--- src/rtl/seq_detect_pkg.sv ---
// Shared types for the serial pattern detector: history-fill state encoding and size limits.
// Imported by seq_detect_param; no logic lives here.
package seq_detect_pkg;

    localparam int LEN_MAX = 32;

    typedef enum logic [1:0] {
        EMPTY = 2'd0,
        FILL  = 2'd1,
        ARMED = 2'd2
    } state_e;

endpackage

--- src/rtl/sat_counter.sv ---
// Saturating up-counter: q advances by one per inc cycle and sticks at all-ones; clr wins over inc.
// Result visible one clock after inc; no backpressure.
module sat_counter #(
    parameter int W = 8
) (
    input  logic         clk,
    input  logic         rst,
    input  logic         clr,
    input  logic         inc,
    output logic [W-1:0] q
);

    logic [W-1:0] cnt_q;
    logic [W-1:0] cnt_d;

    always_comb begin
        cnt_d = cnt_q;
        if (clr) begin
            cnt_d = '0;
        end else if (inc && (cnt_q != '1)) begin
            cnt_d = cnt_q + W'(1);
        end
    end

    always_ff @(posedge clk or negedge rst) begin
        if (!rst) begin
            cnt_q <= '0;
        end else begin
            cnt_q <= cnt_d;
        end
    end

    assign q = cnt_q;

endmodule

--- src/rtl/seq_detect_param.sv ---
// Serial LEN-bit pattern detector: Mealy y in the matching bit's cycle, y_q one clock later; en qualifies bits, no backpressure.
// Define SEQDET_COUNT_EN to build the saturating match counter; otherwise match_cnt is tied to zero.
module seq_detect_param
    import seq_detect_pkg::*;
#(
    parameter int             LEN     = 3,
    parameter logic [LEN-1:0] PATTERN = 3'b101,
    parameter int             OVERLAP = 1,
    parameter int             CNT_W   = 8
) (
    input  logic             clk,
    input  logic             rst,
    input  logic             en,
    input  logic             x,
    input  logic             clr,
    output logic             y,
    output logic             y_q,
    output logic [CNT_W-1:0] match_cnt
);

    localparam int             HW       = LEN - 1;
    localparam int             FW       = $clog2(LEN);
    localparam logic [FW-1:0]  FILL_MAX = FW'(LEN - 1);
    localparam logic [HW-1:0]  PAT_HIST = PATTERN[LEN-1:1];

    state_e        state_q;
    state_e        state_d;
    logic [FW-1:0] fill_q;
    logic [FW-1:0] fill_d;
    logic [HW-1:0] hist_q;
    logic [HW-1:0] hist_d;
    logic          hit;

    // hist_q[0] is the newest bit, hist_q[HW-1] the oldest, so it lines up with PATTERN[LEN-1:1].
    always_comb begin
        hit    = rst && en && !clr && (state_q == ARMED)
                 && (hist_q == PAT_HIST) && (x == PATTERN[0]);
        hist_d = hist_q;
        fill_d = fill_q;
        if (clr) begin
            hist_d = '0;
            fill_d = '0;
        end else if (en) begin
            hist_d = HW'({hist_q, x});
            if (hit && (OVERLAP == 0)) begin
                fill_d = '0;
            end else if (fill_q != FILL_MAX) begin
                fill_d = fill_q + FW'(1);
            end
        end
        if (fill_d == '0) begin
            state_d = EMPTY;
        end else if (fill_d == FILL_MAX) begin
            state_d = ARMED;
        end else begin
            state_d = FILL;
        end
    end

    always_ff @(posedge clk or negedge rst) begin
        if (!rst) begin
            state_q <= EMPTY;
            fill_q  <= '0;
            hist_q  <= '0;
            y_q     <= 1'b0;
        end else begin
            state_q <= state_d;
            fill_q  <= fill_d;
            hist_q  <= hist_d;
            y_q     <= hit;
        end
    end

    assign y = hit;

`ifdef SEQDET_COUNT_EN
    sat_counter #(
        .W (CNT_W)
    ) u_match_cnt (
        .clk (clk),
        .rst (rst),
        .clr (clr),
        .inc (hit),
        .q   (match_cnt)
    );
`else
    assign match_cnt = '0;
`endif

endmodule

--- config.mk ---
export PLATFORM = sky130hd
export DESIGN_NAME = seq_detect_param
export DESIGN_NICKNAME = d
export VERILOG_FILES = /design/src/rtl/seq_detect_pkg.sv /design/src/rtl/sat_counter.sv /design/src/rtl/seq_detect_param.sv
export SDC_FILE = /design/constraint.sdc
export NUM_CORES = 1
export LEC_CHECK = 0
export CAP_MARGIN = 20
export CORE_AREA = 2 2 39 41
export DETAILED_ROUTE_END_ITERATION = 7
export DIE_AREA = 0 0 41 43
export SLEW_MARGIN = 20
export SYNTH_ARGS = -nofsm -noshare
export SYNTH_HDL_FRONTEND = slang
export SYNTH_HIERARCHICAL = 1
export SYNTH_SLANG_ARGS = --single-unit
export TNS_END_PERCENT = 30
--- constraint.sdc ---
create_clock -name clk -period 1.5 [get_ports clk]
set_input_delay 0.225 -clock clk [delete_from_list [all_inputs] [get_ports clk]]
set_output_delay 0.225 -clock clk [all_outputs]
set_load 0.02 [all_outputs]
==> out/results.tsv, run 1 <==
metric	value	unit
Critical Path Source Type	primary input	
cell area after synthesis	343	um^2
combinational fraction of design power	19.0	%
timing-limited maximum frequency	0.718	GHz
post-CTS repair timing setup buffer count	0	
total half-perimeter wirelength after legalization and detailed placement	416	um
max-cap violation count	0	
compound-cell area share of the yosys netlist	3.65	%
maximum number of buffers from clock root to sink	2	
Clk network pwr share	36.1	%
die height	43	um
global-route wire length before repair	841	um
TritonCTS clock tree	yes	
effective utilization at floorplan	24.8	%
DRC marker count from the first detailed-route iteration	4	
adder and majority gate portion of the synthesized area	3.65	%
1st-pass router iterations	3	
CTS sink count	6	
CTS HTree Levels	1	
count of synthesis-stage warnings from yosys	6	
slowest library cell on the worst path	clkdlybuf4s50_1	
clk_skew	0.00233	ns
area of all placed cells without fillers	433	um^2
synthesized-area fraction occupied by and/or/nand/nor cells	16.1	%
cell count after placement	58	
required time of the worst setup path	1.27	ns
Peak VDD IR	406	uV
internal power summed over all cells	0.294	mW
result of the run	completed	
antenna violations before repair	0	
die outline area	1760	um^2
Fin. Hold Viols	0	
layout cells sized above 1	20.0	%
cells along the critical path	clkdlybuf4s50_1 -> nand4bb_1 -> nor2_1 -> buf_2	
leakage power of the design	0.214	nW
DRT antenna net count	0	
Top delay family on crit path	buffers and inverters	
Final nets	53	
final weighted congestion of routability-driven global placement	0.689	
CTS Hold Bufs	0	
count of inserted antenna diode cells	0	
longest individual stage delay on the worst path	0.43	ns
post-synthesis area per instance	10.4	um^2
number of design rule violations left after detail routing	0	
number of top-level design ports	15	
number of placement rows	14	
Sw Share	24.6	%
buffers plus inverters on the worst setup path	2	
class of the most critical setup path	in2out	
leading cell type in the layout, fill and taps excluded	conb_1	
Final Max Tran Viols	0	
highest-count cells in the layout ignoring fill and taps	conb_1, dfrtp_1, clkdlybuf4s50_1, buf_4, nor2_1	
non-filler cells in the finished layout	61	
total of fill cells in the finished design	157	
clk_lat worst skew	0.24	ns
classification of the worst-slack hold path	in2async	
final wirelength	498	um
clock root buffer master	clkbuf_4	
DR vias/cell	3.79	
ratio of final minimum period to clock period	92.9	%
vias in the first global route	210	
share of synthesized area spent on multiplexers	8.76	%
TritonCTS Buffers	3	
maximum number of pins on one net before global-route repair	7	
overall fraction of global-route tracks in use	7.89	%
maximum fanout encountered on the critical timing path	2	
area overhead of the layout relative to synthesis	26.3	%
global-route congestion overflow total	0	
sequential share of power	44.9	%
Reg2Reg Depth	3	
Synth Area in XOR/XNOR	0	%
vias	231	
worst endpoint data arrival time	1.17	ns
number of storage elements in the synthesis netlist	6	
clock-pin slew on the worst setup and hold paths	0.04	ns
number of instances in the synthesized netlist	33	
horizontal die dimension	41	um
power per standard cell area	900	nW/um^2
Unique masters post-synth	15	
Core Region	1380	um^2
setup violators final	0	
sequential cell area fraction in the yosys report	43.8	%
logic depth of the worst setup path including buffers	4	
NetSw	0.0957	mW
average wire per cell in the routed design	8.16	um
setup repair after global routing missed its margin	no	
dominant combinational cell family by area after synthesis	buffers and inverters	
final critical-path required period	1.39	ns
type of element capturing the critical path	output pin	
instance area at placement	415	um^2
count of input and output buffers	6	
[per-layer routing]
layer / wire length [um] / share of wire [%] / up-vias / track usage [%]
li1: - / - / 119 / -
met1: 233 / 47 / 102 / 8.55
met2: 210 / 42 / 10 / 9.38
met3: 54 / 11 / 0 / 8.38
met4: 0 / 0 / 0 / 4.00
met5: 0 / 0 / - / 0
[kinds of logic after synthesis]
| group | after synthesis |
|---|---|
| compound gates | 2 |
| mux | 3 |
| simple gates | 9 |
| fa+ha+maj | 1 |
| buf+inv | 11 |
| flops | 6 |
| other cells | 1 |
[through the flow]
stage          total power [mW]  hold slack [ns]  TNS, ns  utilization [%]  setup WS [ns]
2_1_floorplan             0.237          -0.0706        0                -          0.423
3_3_place_gp              0.251            0.514   -0.331             30.0         -0.331
3_5_place_dp              0.252            0.518   -0.349             30.0         -0.349
4_1_cts                   0.398            0.297        0             31.3         0.0920
5_1_grt                   0.423            0.308        0             31.3         0.0523
6_report                  0.390            0.293        0             31.3          0.107
[area by class of cell]
class                      count  area (um^2)  area share, %
sequential                     6          150           34.7
inverter                       2         7.51           1.73
tap                           16         20.0           4.62
timing repair buffer          11         92.6           21.4
multi-input combinational     23          140           32.4
clock buffer                   3         22.5           5.20
[sequential cells by signal, summed over array words and instances (netlist names)]
register  cells
y_q           1
fill_q        1
hist_q        2
state_q       2
[worst paths after layout]
path / end / start / slack, ns
worst max register to register: state_q[1] / state_q[0] / 0.32
max in group asynchronous: fill_q[1] / rst / 1.09
worst max-delay path: y / clr / 0.11
worst min register to register: hist_q[1] / hist_q[1] / 0.53
worst min-delay path: state_q[0] / rst / 0.29
min in group clk: hist_q[1] / hist_q[1] / 0.53
[power by group through the flow]
stage | registers (mW) | clock network, mW | logic (mW)
after floorplan | 0.177 | 0 | 0.0600
after global placement | 0.177 | 0 | 0.0740
after detailed placement | 0.177 | 0 | 0.0747
after CTS | 0.175 | 0.149 | 0.0748
after global routing | 0.176 | 0.163 | 0.0837
final | 0.175 | 0.141 | 0.0742
[what timing repair did]
action / 4_1_cts / 5_1_grt
endpoints found under the setup margin: 1 / 0
endpoints found under the hold margin: 0 / 0
gates resized for setup: 4 / 0
[Yosys cell counts]
master	count	area [um^2]
nand2b_1	1	6.26
nand4bb_1	1	11.3
a21oi_1	1	5.00
conb_1	1	3.75
ha_1	1	12.5
o31ai_1	1	7.51
dfrtp_1	6	150
inv_1	2	7.51
nand4b_1	1	8.76
buf_6	1	11.3
or4b_1	1	10.0
nor2_1	4	15.0
buf_4	8	60.1
mux2i_1	3	30.0
nand2_1	1	3.75
Note: power is estimated with default switching activity, not from simulation.
==> run 2, diff against run 1 <==
PLACE_DENSITY = 0.61   (was default)
REMOVE_ABC_BUFFERS = 1   (was default)
TNS_END_PERCENT = default   (was 30)
==> run 2 against run 1 <==
Against the previous run:
- sequential power barely moved
- wire length rose by 17%
- clock-buffer cell count did not move
- clock power rose by 14%
- global-route usage rose by 1.3 points
- via count rose by 4.8%
- sequential cell count did not move
- power rose by 5.5%
- combinational power rose by 0.9%
- non-clock buffer count did not move
- highest routed layer is now met4
==> out/results.tsv, run 2 (synthesis gave the netlist of run 1 again) <==
metric	value	unit	change
result of the run	completed		
horizontal die dimension	41	um	unchanged
cells along the critical path	clkdlybuf4s50_1 -> nand4bb_1 -> nor2_1 -> buf_2		
global-route congestion overflow total	0		unchanged
Sw Share	28.2	%	+3.7 points
max-cap violation count	0		unchanged
total half-perimeter wirelength after legalization and detailed placement	441	um	+6.1%
cell count after placement	58		unchanged
number of design rule violations left after detail routing	0		unchanged
leading cell type in the layout, fill and taps excluded	conb_1		
average wire per cell in the routed design	9.56	um	+17%
required time of the worst setup path	1.27	ns	about the same
CTS Hold Bufs	0		unchanged
Core Region	1380	um^2	unchanged
sequential share of power	42.5	%	-2.4 points
class of the most critical setup path	in2out		
overall fraction of global-route tracks in use	9.18	%	+1.3 points
longest individual stage delay on the worst path	0.42	ns	about the same
antenna violations before repair	0		unchanged
setup violators final	0		unchanged
type of element capturing the critical path	output pin		
Fin. Hold Viols	0		unchanged
die outline area	1760	um^2	unchanged
total of fill cells in the finished design	151		-3.8%
global route hottest layer	met4		
ratio of final minimum period to clock period	92.7	%	-0.20 points
classification of the worst-slack hold path	in2async		
Final Max Tran Viols	0		unchanged
area overhead of the layout relative to synthesis	26.3	%	unchanged
Peak VDD IR	348	uV	-14%
internal power summed over all cells	0.295	mW	+0.36%
highest-count cells in the layout ignoring fill and taps	conb_1, dfrtp_1, clkdlybuf4s50_1, buf_4, nor2_1		
effective utilization at floorplan	24.8	%	unchanged
global-route wire length before repair	952	um	+13%
final core utilization	31.3	%	unchanged
CTS sink count	6		unchanged
final critical-path required period	1.39	ns	-0.00293 ns
Power Total	0.411	mW	+5.5%
slowest library cell on the worst path	clkdlybuf4s50_1		
met1 routing resource usage after global routing	10.8	%	+2.2 points
DR vias/cell	3.97		+4.8%
largest registers ranked by flip-flop count	hist_q x2, state_q x2		
CTS HTree Levels	1		unchanged
timing-limited maximum frequency	0.719	GHz	+0.21%
DRT antenna net count	0		unchanged
power per standard cell area	950	nW/um^2	+5.5%
Critical Path Source Type	primary input		
count of input and output buffers	6		unchanged
Setup WS pre-CTS	-0.344	ns	+0.00494 ns
maximum fanout encountered on the critical timing path	2		unchanged
die height	43	um	unchanged
combinational fraction of design power	18.2	%	-0.8 points
final weighted congestion of routability-driven global placement	0.706		+2.5%
met2 track demand over resource in global routing	10.6	%	+1.2 points
leakage power of the design	0.214	nW	unchanged
TritonCTS Buffers	3		unchanged
TritonCTS clock tree	yes		
NetSw	0.116	mW	+21%
maximum number of pins on one net before global-route repair	7		unchanged
setup repair after global routing missed its margin	no		
Final nets	53		unchanged
final wirelength	583	um	+17%
vias	242		+4.8%
worst endpoint data arrival time	1.16	ns	about the same
clk_lat worst skew	0.25	ns	about the same
number of top-level design ports	15		unchanged
clk_skew	0.00125	ns	-0.00108 ns
final setup margin	0.110	ns	+0.00294 ns
number of placement rows	14		unchanged
count of inserted antenna diode cells	0		unchanged
setup TNS	0	ns	unchanged
non-filler cells in the finished layout	61		unchanged
GRT met3 Usage	3.14	%	-5.2 points
DRC marker count from the first detailed-route iteration	0		-4
maximum number of buffers from clock root to sink	2		unchanged
Clk network pwr share	39.2	%	+3.1 points
1st-pass router iterations	1		-2
clock root buffer master	clkbuf_4		
vias in the first global route	213		+1.4%
clock-pin slew on the worst setup and hold paths	0.05	ns	about the same
layout cells sized above 1	20.0	%	unchanged
-- run 2: power by group through the flow --
stage	Clock, mW	Sequential [mW]	Combinational, mW
after CTS	0.165	0.175	0.0758
after detailed placement	0	0.178	0.0756
after floorplan	0	0.177	0.0391
final	0.161	0.175	0.0749
after global routing	0.173	0.176	0.0830
after global placement	0	0.177	0.0744
-- run 2: layout make-up --
type | count | area, um^2 | share of cell area [%]
repair buffers | 11 | 92.6 | 21.4
flip-flops and latches | 6 | 150 | 34.7
clock buffers | 3 | 22.5 | 5.20
well taps | 16 | 20.0 | 4.62
multi-input cells | 23 | 140 | 32.4
inverters | 2 | 7.51 | 1.73
-- run 2: repair_timing --
| item | CTS | global route |
|---|---|---|
| setup buffers | 0 | 0 |
| setup endpoints to repair | 1 | 1 |
| resized for setup | 3 | 1 |
-- run 2: critical path: cells and delay by family --
family | cells | cell delay, ns
buf+inv | 2 | 0.61
simple gates | 2 | 0.33
-- run 2: metrics by stage --
step,hold WS [ns],instance area [um^2]
2_1_floorplan,-0.0706,298
3_3_place_gp,0.517,415
3_5_place_dp,0.529,415
4_1_cts,0.284,439
5_1_grt,0.302,433
6_report,0.274,433
-- run 2: path summary, 6_finish.rpt --
kind | from | endpoint | slack, ns | cells after the start
min | rst | state_q[0] | 0.27 | 2
max | clr | y | 0.11 | 4
min in group clk | hist_q[0] | y_q | 0.53 | 2
max reg2reg | state_q[0] | state_q[1] | 0.32 | 3
max in group asynchronous | rst | hist_q[1] | 1.11 | 2
min reg2reg | hist_q[0] | y_q | 0.53 | 2
-- run 2: routing by layer --
layer | share of wire (%) | wire length, um | vias to the layer above
met5 | 0 | 0 | -
met4 | 6.9 | 40 | 0
met3 | 9.4 | 55 | 4
met2 | 42 | 242 | 13
met1 | 42 | 244 | 107
li1 | - | - | 118
==> variant: new RTL, config.mk and constraints of run 1 <==
`CNT_W`: 8 -> 7.
--- a/src/rtl/seq_detect_param.sv
+++ b/src/rtl/seq_detect_param.sv
@@ -7,5 +7,5 @@
     parameter logic [LEN-1:0] PATTERN = 3'b101,
     parameter int             OVERLAP = 1,
-    parameter int             CNT_W   = 8
+    parameter int             CNT_W   = 7
 ) (
     input  logic             clk,
Interface: changed (resized match_cnt); port bits go from 15 to 14. No check against the original RTL was run, so the function may have changed too.
==> variant against run 1 <==
  * Sequential power hardly changed
  * Highest routed layer is now met4
  * Non-clock buffer count stayed put
  * Maximum frequency is 0.23% lower
  * Critical path depth stayed put
  * Wire length is 11% higher
  * Sequential cell count stayed put
  * Cell area is 0.87% lower
  * Worst setup slack worse by 3.2 ps
  * Total power is 2.1% higher
  * Synthesized area is 2.2% lower
  * Clock skew is 0.81 ps higher
==> variant: results (changes against run 1) <==
- CTS clk-pin slew, worst paths: 50 ps
- Final cell count without fillers: 60 (-1.6%)
- Via count normalized by instance count: 3.83 (+1.2%)
- First-pass GRT wire length: 924 microns (+9.9%)
- Via count of the first global-routing pass: 223 (+6.2%)
- Peak VDD IR: 0.279 mV (-31%)
- Drt pass-1 iters: 4 (+1)
- Net switching share of the total power: 26.0% (+1.4 points)
- First DRT Iteration DRCs: 1 (-3)
- Number of instances in the synthesized netlist: 32 (-3.0%)
- Wire length on met3: 51 microns (-5.6%)
- Pin count of the biggest net entering global routing: 7 (unchanged)
- Largest registers ranked by flip-flop count: hist_q (2), state_q (2)
- Number of warning messages in the yosys log: 6 (unchanged)
- Met1 wire length: 210 microns (-9.9%)
- Commonest cells post-synth: 7 x sky130_fd_sc_hd__buf_4, 6 x sky130_fd_sc_hd__dfrtp_1, 4 x sky130_fd_sc_hd__nor2_1
- Async set or reset register ratio after synthesis: 100% (unchanged)
- Predominant post-synthesis flop cell: sky130_fd_sc_hd__dfrtp_1
- Post-synthesis share of cell area spent on full adders, half adders and majority gates: 3.73% (+0.082 points)
- Clock tree buffer depth: 2 (unchanged)
- Routed WL per cell: 9.25 microns (+13%)
- Delay of the slowest cell on the worst path: 430 ps (about the same)
- Status: finished, final reports clean
- Net count reported at finish: 52 (-1.9%)
- Clock tree skew after final layout: 3.14 ps (+0.809 ps)
- P_seq: 175 uW (about the same)
- Critical Path Fanout Max: 2 (unchanged)
- Cell leakage power: 0.000210 uW (-1.5%)
- Class of the worst hold path: input pin to asynchronous set/reset pin
- Final Power: 398 uW (+2.1%)
- Number of placed instances, taps included: 57 (-1.7%)
- Proportion of synthesized chip area in sequential cells: 44.8% (+0.98 points)
- Highest metal layer with signal wires: met4
- Initial antenna violation count: 0 (unchanged)
- Combinational cell fraction of total power: 18.2% (-0.8 points)
- Library cells used by synthesis: 15 (unchanged)
- Top cells by area in the synthesized netlist: sky130_fd_sc_hd__dfrtp_1 45%, sky130_fd_sc_hd__buf_4 16%, sky130_fd_sc_hd__mux2i_1 9.0%
- Fraction of met3 tracks used by global routing: 4.71% (-3.7 points)
- Worst slack, placed: -358 ps (-9.15 ps)
- Met2 global-route usage: 11.6% (+2.2 points)
- Cell type of the slowest stage on the worst timing path: sky130_fd_sc_hd__clkdlybuf4s50_1
- Endpoint arrival time on the critical path: 1170 ps (about the same)
- Met2 WL post-DR: 274 microns (+30%)
- Post-DP HPWL: 463 microns (+11%)
- Share of final-layout standard cells stronger than drive strength 1: 20.5% (+0.45 points)
- Compound-cell area share of the yosys netlist: 3.73% (+0.082 points)
- DP Area: 412 sq um (-0.90%)
- Multiplexer share of the synthesized area: 8.96% (+0.20 points)
- Grt met1 use: 8.61% (+0.057 points)
- Routability congestion estimate from global placement: 0.633 (-8.1%)
- Overall Global Routing Usage: 8.81% (+0.93 points)
- Post-route antenna net violation count: 0 (unchanged)
- Top delay family on crit path: buffers and inverters
## variant: changes by cell type after synthesis, sizes merged
| cell | run 1 | this run |
|---|---|---|
| buf | 9 | 8 |
## variant: cell type report
cell class / count / area, sq um / share of cell area (%)
inverter: 2 / 7.51 / 1.75
sequential: 6 / 150 / 35.0
tap: 16 / 20.0 / 4.66
multi-input combinational: 22 / 136 / 31.8
clock buffer: 3 / 22.5 / 5.25
timing repair buffer: 11 / 92.6 / 21.6
## variant: final timing paths
path                                  from         end  slack, ps  cells after the start
max in group asynchronous              rst   fill_q[1]       1100                      2
worst max register to register  state_q[0]  state_q[1]        310                      3
worst min register to register  state_q[1]         y_q        530                      2
worst min-delay path                   rst  state_q[1]        280                      2
worst max-delay path                   clr           y        100                      4
min in group clk                state_q[1]         y_q        530                      2
## variant: timing repair
item,CTS,global route
resized for setup,4,0
setup endpoints to repair,1,0
hold endpoints to repair,0,0
